===== config.mk =====
export PLATFORM = sky130hd
export DESIGN_NAME = cdb_arb
export DESIGN_NICKNAME = d
export VERILOG_FILES = /design/src/rtl/cdb_arb.sv
export SDC_FILE = /design/constraint.sdc
export NUM_CORES = 1
export LEC_CHECK = 0
export BUFFER_PORTS_ARGS = -buffer_cell sky130_fd_sc_hd__clkbuf_2
export CORE_ASPECT_RATIO = 0.8
export CORE_UTILIZATION = 54
export DETAILED_ROUTE_END_ITERATION = 7
export PLACE_DENSITY = 0.71
export SYNTH_ARGS = -nofsm -noshare
export SYNTH_HDL_FRONTEND = slang
export SYNTH_SLANG_ARGS = --single-unit

===== constraint.sdc =====
create_clock -name clk_i -period 17 [get_ports clk_i]
set_input_delay 0 -clock clk_i [delete_from_list [all_inputs] [get_ports clk_i]]
set_output_delay 0 -clock clk_i [all_outputs]
set_load 0.02 [all_outputs]

===== src/rtl/cdb_arb.sv =====
// Commit-data-bus arbiter: rotating-priority grant of up to CDB_NUM_LANES
// execution results per cycle, with per-lane holding FIFOs for the losers.
module cdb_arb #(
  parameter int CPU_NUM_LANES = 4,
  parameter int CDB_NUM_LANES = 2,
  parameter int ROBID_LEN     = 6,
  parameter int DATA_LEN      = 32,
  parameter int BUF_DEPTH     = 2,
  localparam int LW = (CPU_NUM_LANES > 1) ? $clog2(CPU_NUM_LANES) : 1
) (
  input  logic                               clk_i,
  input  logic                               rst_i,
  input  logic                               flush_i,
  input  logic [CPU_NUM_LANES-1:0]           ex_v_i,
  input  logic [CPU_NUM_LANES*ROBID_LEN-1:0] ex_robid_i,
  input  logic [CPU_NUM_LANES*DATA_LEN-1:0]  ex_data_i,
  output logic [CPU_NUM_LANES-1:0]           ex_ready_o,
  output logic [CDB_NUM_LANES-1:0]           cdb_v_o,
  output logic [CDB_NUM_LANES*ROBID_LEN-1:0] cdb_robid_o,
  output logic [CDB_NUM_LANES*DATA_LEN-1:0]  cdb_data_o,
  output logic [CDB_NUM_LANES*LW-1:0]        cdb_src_lane_o,
  output logic                               ovf_err_o
);

  localparam int CW = $clog2(BUF_DEPTH + 1);

  // Per-lane FIFOs are shift registers: entry 0 is always the head.
  logic [ROBID_LEN-1:0] fifo_robid_q [CPU_NUM_LANES][BUF_DEPTH];
  logic [ROBID_LEN-1:0] fifo_robid_d [CPU_NUM_LANES][BUF_DEPTH];
  logic [DATA_LEN-1:0]  fifo_data_q  [CPU_NUM_LANES][BUF_DEPTH];
  logic [DATA_LEN-1:0]  fifo_data_d  [CPU_NUM_LANES][BUF_DEPTH];
  logic [CW-1:0]        cnt_q        [CPU_NUM_LANES];
  logic [CW-1:0]        cnt_d        [CPU_NUM_LANES];

  logic [LW-1:0]        rr_q, rr_d;
  logic                 ovf_q, ovf_d;

  logic [CDB_NUM_LANES-1:0] cdb_v_q, cdb_v_d;
  logic [ROBID_LEN-1:0] cdb_robid_q [CDB_NUM_LANES];
  logic [ROBID_LEN-1:0] cdb_robid_d [CDB_NUM_LANES];
  logic [DATA_LEN-1:0]  cdb_data_q  [CDB_NUM_LANES];
  logic [DATA_LEN-1:0]  cdb_data_d  [CDB_NUM_LANES];
  logic [LW-1:0]        cdb_src_q   [CDB_NUM_LANES];
  logic [LW-1:0]        cdb_src_d   [CDB_NUM_LANES];

  logic [CPU_NUM_LANES-1:0] ready;
  logic [CPU_NUM_LANES-1:0] busy;
  logic [CPU_NUM_LANES-1:0] cand_v;
  logic [CPU_NUM_LANES-1:0] gnt;
  logic [ROBID_LEN-1:0] in_robid   [CPU_NUM_LANES];
  logic [DATA_LEN-1:0]  in_data    [CPU_NUM_LANES];
  logic [ROBID_LEN-1:0] cand_robid [CPU_NUM_LANES];
  logic [DATA_LEN-1:0]  cand_data  [CPU_NUM_LANES];

  always_comb begin
    for (int i = 0; i < CPU_NUM_LANES; i++) begin
      in_robid[i]   = ex_robid_i[i*ROBID_LEN +: ROBID_LEN];
      in_data[i]    = ex_data_i[i*DATA_LEN +: DATA_LEN];
      ready[i]      = cnt_q[i] < CW'(BUF_DEPTH);
      busy[i]       = cnt_q[i] != '0;
      // A non-empty FIFO always wins over the incoming result to keep lane order.
      cand_v[i]     = busy[i] | ex_v_i[i];
      cand_robid[i] = busy[i] ? fifo_robid_q[i][0] : in_robid[i];
      cand_data[i]  = busy[i] ? fifo_data_q[i][0]  : in_data[i];
    end
  end

  assign ex_ready_o = ready;

  always_comb begin : arb
    int idx;
    int n_gnt;
    int last;
    gnt     = '0;
    cdb_v_d = '0;
    n_gnt   = 0;
    last    = 0;
    idx     = 0;
    for (int l = 0; l < CDB_NUM_LANES; l++) begin
      cdb_robid_d[l] = cdb_robid_q[l];
      cdb_data_d[l]  = cdb_data_q[l];
      cdb_src_d[l]   = cdb_src_q[l];
    end
    for (int k = 0; k < CPU_NUM_LANES; k++) begin
      idx = int'(rr_q) + k;
      if (idx >= CPU_NUM_LANES) idx = idx - CPU_NUM_LANES;
      if (!flush_i && cand_v[idx] && n_gnt < CDB_NUM_LANES) begin
        gnt[idx]           = 1'b1;
        cdb_v_d[n_gnt]     = 1'b1;
        cdb_robid_d[n_gnt] = cand_robid[idx];
        cdb_data_d[n_gnt]  = cand_data[idx];
        cdb_src_d[n_gnt]   = LW'(idx);
        last               = idx;
        n_gnt              = n_gnt + 1;
      end
    end
    if (flush_i)         rr_d = '0;
    else if (n_gnt != 0) rr_d = LW'((last + 1) % CPU_NUM_LANES);
    else                 rr_d = rr_q;
  end

  always_comb begin : fifo_next
    logic pop;
    logic push;
    int   wpos;
    pop   = 1'b0;
    push  = 1'b0;
    wpos  = 0;
    ovf_d = ovf_q | (|(ex_v_i & ~ready));
    for (int i = 0; i < CPU_NUM_LANES; i++) begin
      pop  = gnt[i] & busy[i];
      // Incoming result is stored unless it went straight onto the CDB or overflowed.
      push = ex_v_i[i] & ready[i] & ~(gnt[i] & ~busy[i]);
      for (int j = 0; j < BUF_DEPTH; j++) begin
        fifo_robid_d[i][j] = fifo_robid_q[i][j];
        fifo_data_d[i][j]  = fifo_data_q[i][j];
      end
      if (pop) begin
        for (int j = 0; j < BUF_DEPTH - 1; j++) begin
          fifo_robid_d[i][j] = fifo_robid_q[i][j+1];
          fifo_data_d[i][j]  = fifo_data_q[i][j+1];
        end
      end
      wpos = int'(cnt_q[i]) - (pop ? 1 : 0);
      if (push) begin
        fifo_robid_d[i][wpos] = in_robid[i];
        fifo_data_d[i][wpos]  = in_data[i];
      end
      if (flush_i) cnt_d[i] = '0;
      else         cnt_d[i] = cnt_q[i] + CW'(push) - CW'(pop);
    end
  end

  always_ff @(posedge clk_i) begin
    if (rst_i) begin
      rr_q    <= '0;
      ovf_q   <= 1'b0;
      cdb_v_q <= '0;
      for (int i = 0; i < CPU_NUM_LANES; i++) cnt_q[i] <= '0;
      for (int l = 0; l < CDB_NUM_LANES; l++) begin
        cdb_robid_q[l] <= '0;
        cdb_data_q[l]  <= '0;
        cdb_src_q[l]   <= '0;
      end
    end else begin
      rr_q    <= rr_d;
      ovf_q   <= ovf_d;
      cdb_v_q <= cdb_v_d;
      for (int i = 0; i < CPU_NUM_LANES; i++) cnt_q[i] <= cnt_d[i];
      for (int l = 0; l < CDB_NUM_LANES; l++) begin
        cdb_robid_q[l] <= cdb_robid_d[l];
        cdb_data_q[l]  <= cdb_data_d[l];
        cdb_src_q[l]   <= cdb_src_d[l];
      end
    end
  end

  // Storage contents are qualified by cnt_q, so they need no reset.
  always_ff @(posedge clk_i) begin
    for (int i = 0; i < CPU_NUM_LANES; i++) begin
      for (int j = 0; j < BUF_DEPTH; j++) begin
        fifo_robid_q[i][j] <= fifo_robid_d[i][j];
        fifo_data_q[i][j]  <= fifo_data_d[i][j];
      end
    end
  end

  assign cdb_v_o   = cdb_v_q;
  assign ovf_err_o = ovf_q;

  for (genvar l = 0; l < CDB_NUM_LANES; l++) begin : g_pack
    assign cdb_robid_o[l*ROBID_LEN +: ROBID_LEN] = cdb_robid_q[l];
    assign cdb_data_o[l*DATA_LEN +: DATA_LEN]    = cdb_data_q[l];
    assign cdb_src_lane_o[l*LW +: LW]            = cdb_src_q[l];
  end

endmodule

==> summary.md <==
| Metric | Value |
|---|---|
| Outcome | finished clean |
| Reg2reg path depth | 23 |
| Largest net degree at the start of global routing | 86 |
| Wire per inst | 24.8 um |
| Reg2reg start | rr_q[0] |
| IO buf count | 245 |
| RSZ-0062 raised after global routing | no |
| Worst Hold Launch | ex_v_i[2] |
| Crit path capture type | flip-flop |
| Die Height | 185 um |
| Synth Register Bits | about 400 |
| Slew Limit Fails | 0 |
| Leak Pwr | 11.7 nW |
| PD cells | 171 nW/um^2 |
| First-pass GRT wire length | 107,000 um |
| Hold_buf cts | roughly 150 |
| Routability congestion estimate from global placement | between 0.9 and 1 |
| GRT Total Usage | ~33% |
| Clk sinks | about 400 |
| Clock Skews | around 0.018 ns |
| Crit share post-route | 50.3% |
| Max-slew headroom | 13.5% |
| CTS clk-pin slew, worst paths | about 0.06 ns |
| Synth top area cells | dfxtp_1, edfxtp_1, mux2i_1, mux2_2, mux4_2 |
| Peak supply drop | between 100 and 150 uV |
| Ys async rst share | 0% |
| Die area | 42,700 um^2 |
| Critical Path RT | roughly 17 ns |
| Main synth FF type | dfxtp_1 |
| Clock Path Buffers | 3 |
| Startpoint class of the critical path | flip-flop |
| Count leader, synth | mux2i_1 |
| Area post-placement | 24,100 um^2 |
| Ports | 246 |
| Core area | between 40,000 and 50,000 um^2 |
| Setup violations, final | 0 |
| Proportion of layout cells with a drive suffix above 1 | 32.4% |
| Syn_area_per_cell | 11.3 um^2 |
| 1st-iter DRT viols | between 1,500 and 2,000 |
| Comb pwr share | 46.2% |
| Synth warn | 0 |
| H-tree levels | 2 |
| Aggregate global routing overflow | 0 |
| # rows | 66 |
| Setup Fix Bufs, Post-CTS | 0 |
| Cell taking the most area after synthesis | dfxtp_1 |
| Hold depth | 3 |
| Yosys top cell area share | a little over a fifth |
| Min-delay worst type | in -> reg |
| Sw Ratio | 37.8% |
| Layout Nets | 2,493 |
| ANT nets after route | 0 |
| Power share of the sequential group | between 30% and 40% |
| Worst-margin pin slew | 1.30 ns |
| Critical path peak fanout | 83 |
| Cts bufs inserted | 43 |
| Clock Latency Late Sink | 0.56 ns |
| R2R setup slack | 8.45 ns |
| Crit path kind | reg -> reg |
| Synth cell types | 65 |
| Final instance area | 27,100 um^2 |
| Post-DP HPWL | 47,200 um |
| Max cap viols | 0 |
| PostCTS Resize Cnt | 0 |
| Area delta synth->final | 19.9% |
| Routed wire length | 71,500 um |
| Die X | about 230 um |
| Internal power | 2.87 mW |
| Clk network pwr share | 21.9% |
| Via-to-Cell Ratio | 6.29 |
| CTS Root Cell | clkbuf_16 |
| Initial Util | between 50% and 60% |
| Final Hold Fails | 0 |
| Syn Nets | between 2,000 and 2,500 |
| Tmin final | ~8.5 ns |
| Vias in the first global route | roughly 18,000 |
| Crit path DAT | 8.74 ns |
| DR vias | 18,200 |
| DR pass1 iterations | 6 |
| Sw Pwr | around 1.8 mW |
| CTS tree | done |
| Residual DRC count | 0 |
| Fmax achieved | about 120 MHz |
| EDFF count, synth | 152 |
| TNS Setup | 0 ns |
| Register area share after synthesis | 41.9% |
| Post-synthesis cell count | roughly 2,000 |
| Initial antenna violation count | 4 |
| Filler cells | 3,123 |
| Post-Syn Area | 22,600 um^2 |
| Synth top cells by count | mux2i_1, dfxtp_1, mux2_2, nand2_1, a21oi_1 |
## cell type report
cell class | count | area, um^2 | share of cell area, %
clock inverter | 22 | 298 | 1.10
timing repair buffer | 428 | 2990 | 11.0
clock buffer | 56 | 1210 | 4.46
tap | 544 | 681 | 2.51
multi-input combinational | 1414 | 12400 | 45.6
antenna | 1 | 2.50 | 0.00923
sequential | 397 | 9470 | 35.0
inverter | 24 | 93.8 | 0.346
## metrics by stage
stage / setup slack, ns / total power, mW / hold WS, ns / utilization, % / cells
after floorplan: 4.97 / 3.00 / 0.0989 / - / 2003
after global placement: 8.78 / 3.47 / 0.205 / 58.7 / 2653
after detailed placement: 8.63 / 3.54 / 0.208 / 58.7 / 2653
after CTS: 8.61 / 4.58 / 0.0781 / 66.2 / 2885
after global routing: 8.00 / 4.84 / 0.110 / 66.2 / 2886
final: 8.45 / 4.62 / 0.0922 / 66.2 / 2886
## cells by family (layout without fill, tap and decap cells)
group	Yosys count	after routing	share of synthesized area (%)
adder cells (fa/ha/maj)	26	26	1.47
other	0	1	0
multiplexers	648	648	35.6
buffers and inverters	192	530	4.03
XOR/XNOR	7	7	0.271
AND/OR/NAND/NOR	364	364	7.04
flip-flops	397	397	41.9
AO/OA/AOI/OAI	369	369	9.64
## critical path: stages, from the launching register on
cell,delay (ns)
dfxtp_4,0.94
inv_4,0.51
ha_2,0.66
clkinv_1,0.15
a2111oi_2,0.61
or2_2,0.22
buf_4,0.69
ha_1,0.32
or3b_1,0.13
a311oi_2,0.07
nor2_2,0.33
inv_2,0.12
fa_1,0.43
nor2_1,0.46
and2_4,0.27
nand2_2,0.11
a31oi_4,0.19
buf_4,0.47
nand2_1,0.19
inv_1,0.09
ha_1,0.16
inv_1,0.08
a2111oi_2,0.37
buf_4,0.47
## how the worst max path moves through the flow
stage	start	end	cells past startpoint
after floorplan	rr_q[1]	flip-flop	28
after global placement	rr_q[0]	flip-flop	23
after detailed placement	rr_q[0]	flip-flop	23
after CTS	rr_q[0]	flip-flop	23
after global routing	rr_q[0]	flip-flop	23
final	rr_q[0]	flip-flop	23
## cell usage in the layout, fill, tap and decap left out, types with 3 or more instances in the layout
cell | netlist | layout
a2111oi_2 | 4 | 5
a211oi_1 | 77 | 77
a21oi_1 | 169 | 168
and2_1 | 5 | 4
and3_2 | 0 | 3
buf_4 | 8 | 29
bufinv_16 | 0 | 7
clkbuf_1 | 87 | 7
clkbuf_16 | 0 | 45
clkbuf_2 | 0 | 244
clkbuf_8 | 0 | 4
clkinv_1 | 1 | 4
clkinv_2 | 0 | 7
clkinvlp_4 | 0 | 5
dfxtp_1 | 245 | 243
dlygate4sd3_1 | 0 | 154
edfxtp_1 | 152 | 152
ha_1 | 25 | 24
inv_1 | 22 | 19
mux2_1 | 10 | 10
mux2_2 | 235 | 235
mux2_4 | 60 | 60
mux2i_1 | 266 | 266
mux4_2 | 77 | 77
nand2_1 | 173 | 172
nand3_1 | 45 | 45
nor2_1 | 95 | 88
nor2_4 | 0 | 9
nor3_1 | 6 | 5
nor4_1 | 5 | 5
o21ai_0 | 93 | 93
or3_1 | 8 | 8
xnor2_1 | 3 | 3
xor2_1 | 4 | 4
## power by group through the flow
stage	Combinational, mW	Sequential, mW	Clock (mW)
2_1_floorplan	1.52	1.48	0
3_3_place_gp	2.00	1.47	0
3_5_place_dp	2.05	1.49	0
4_1_cts	2.09	1.47	1.02
5_1_grt	2.28	1.50	1.06
6_report	2.14	1.48	1.01
## routing by layer
layer / vias up / wire, um / share of wire, % / global-route usage (%)
li1: 8080 / - / - / -
met1: 8947 / 31600 / 44 / 48.2
met2: 1007 / 30100 / 42 / 47.5
met3: 121 / 8300 / 12 / 9.44
met4: 0 / 1490 / 2.1 / 8.64
met5: - / 0 / 0 / 0
(Power assumes the default switching activity.)
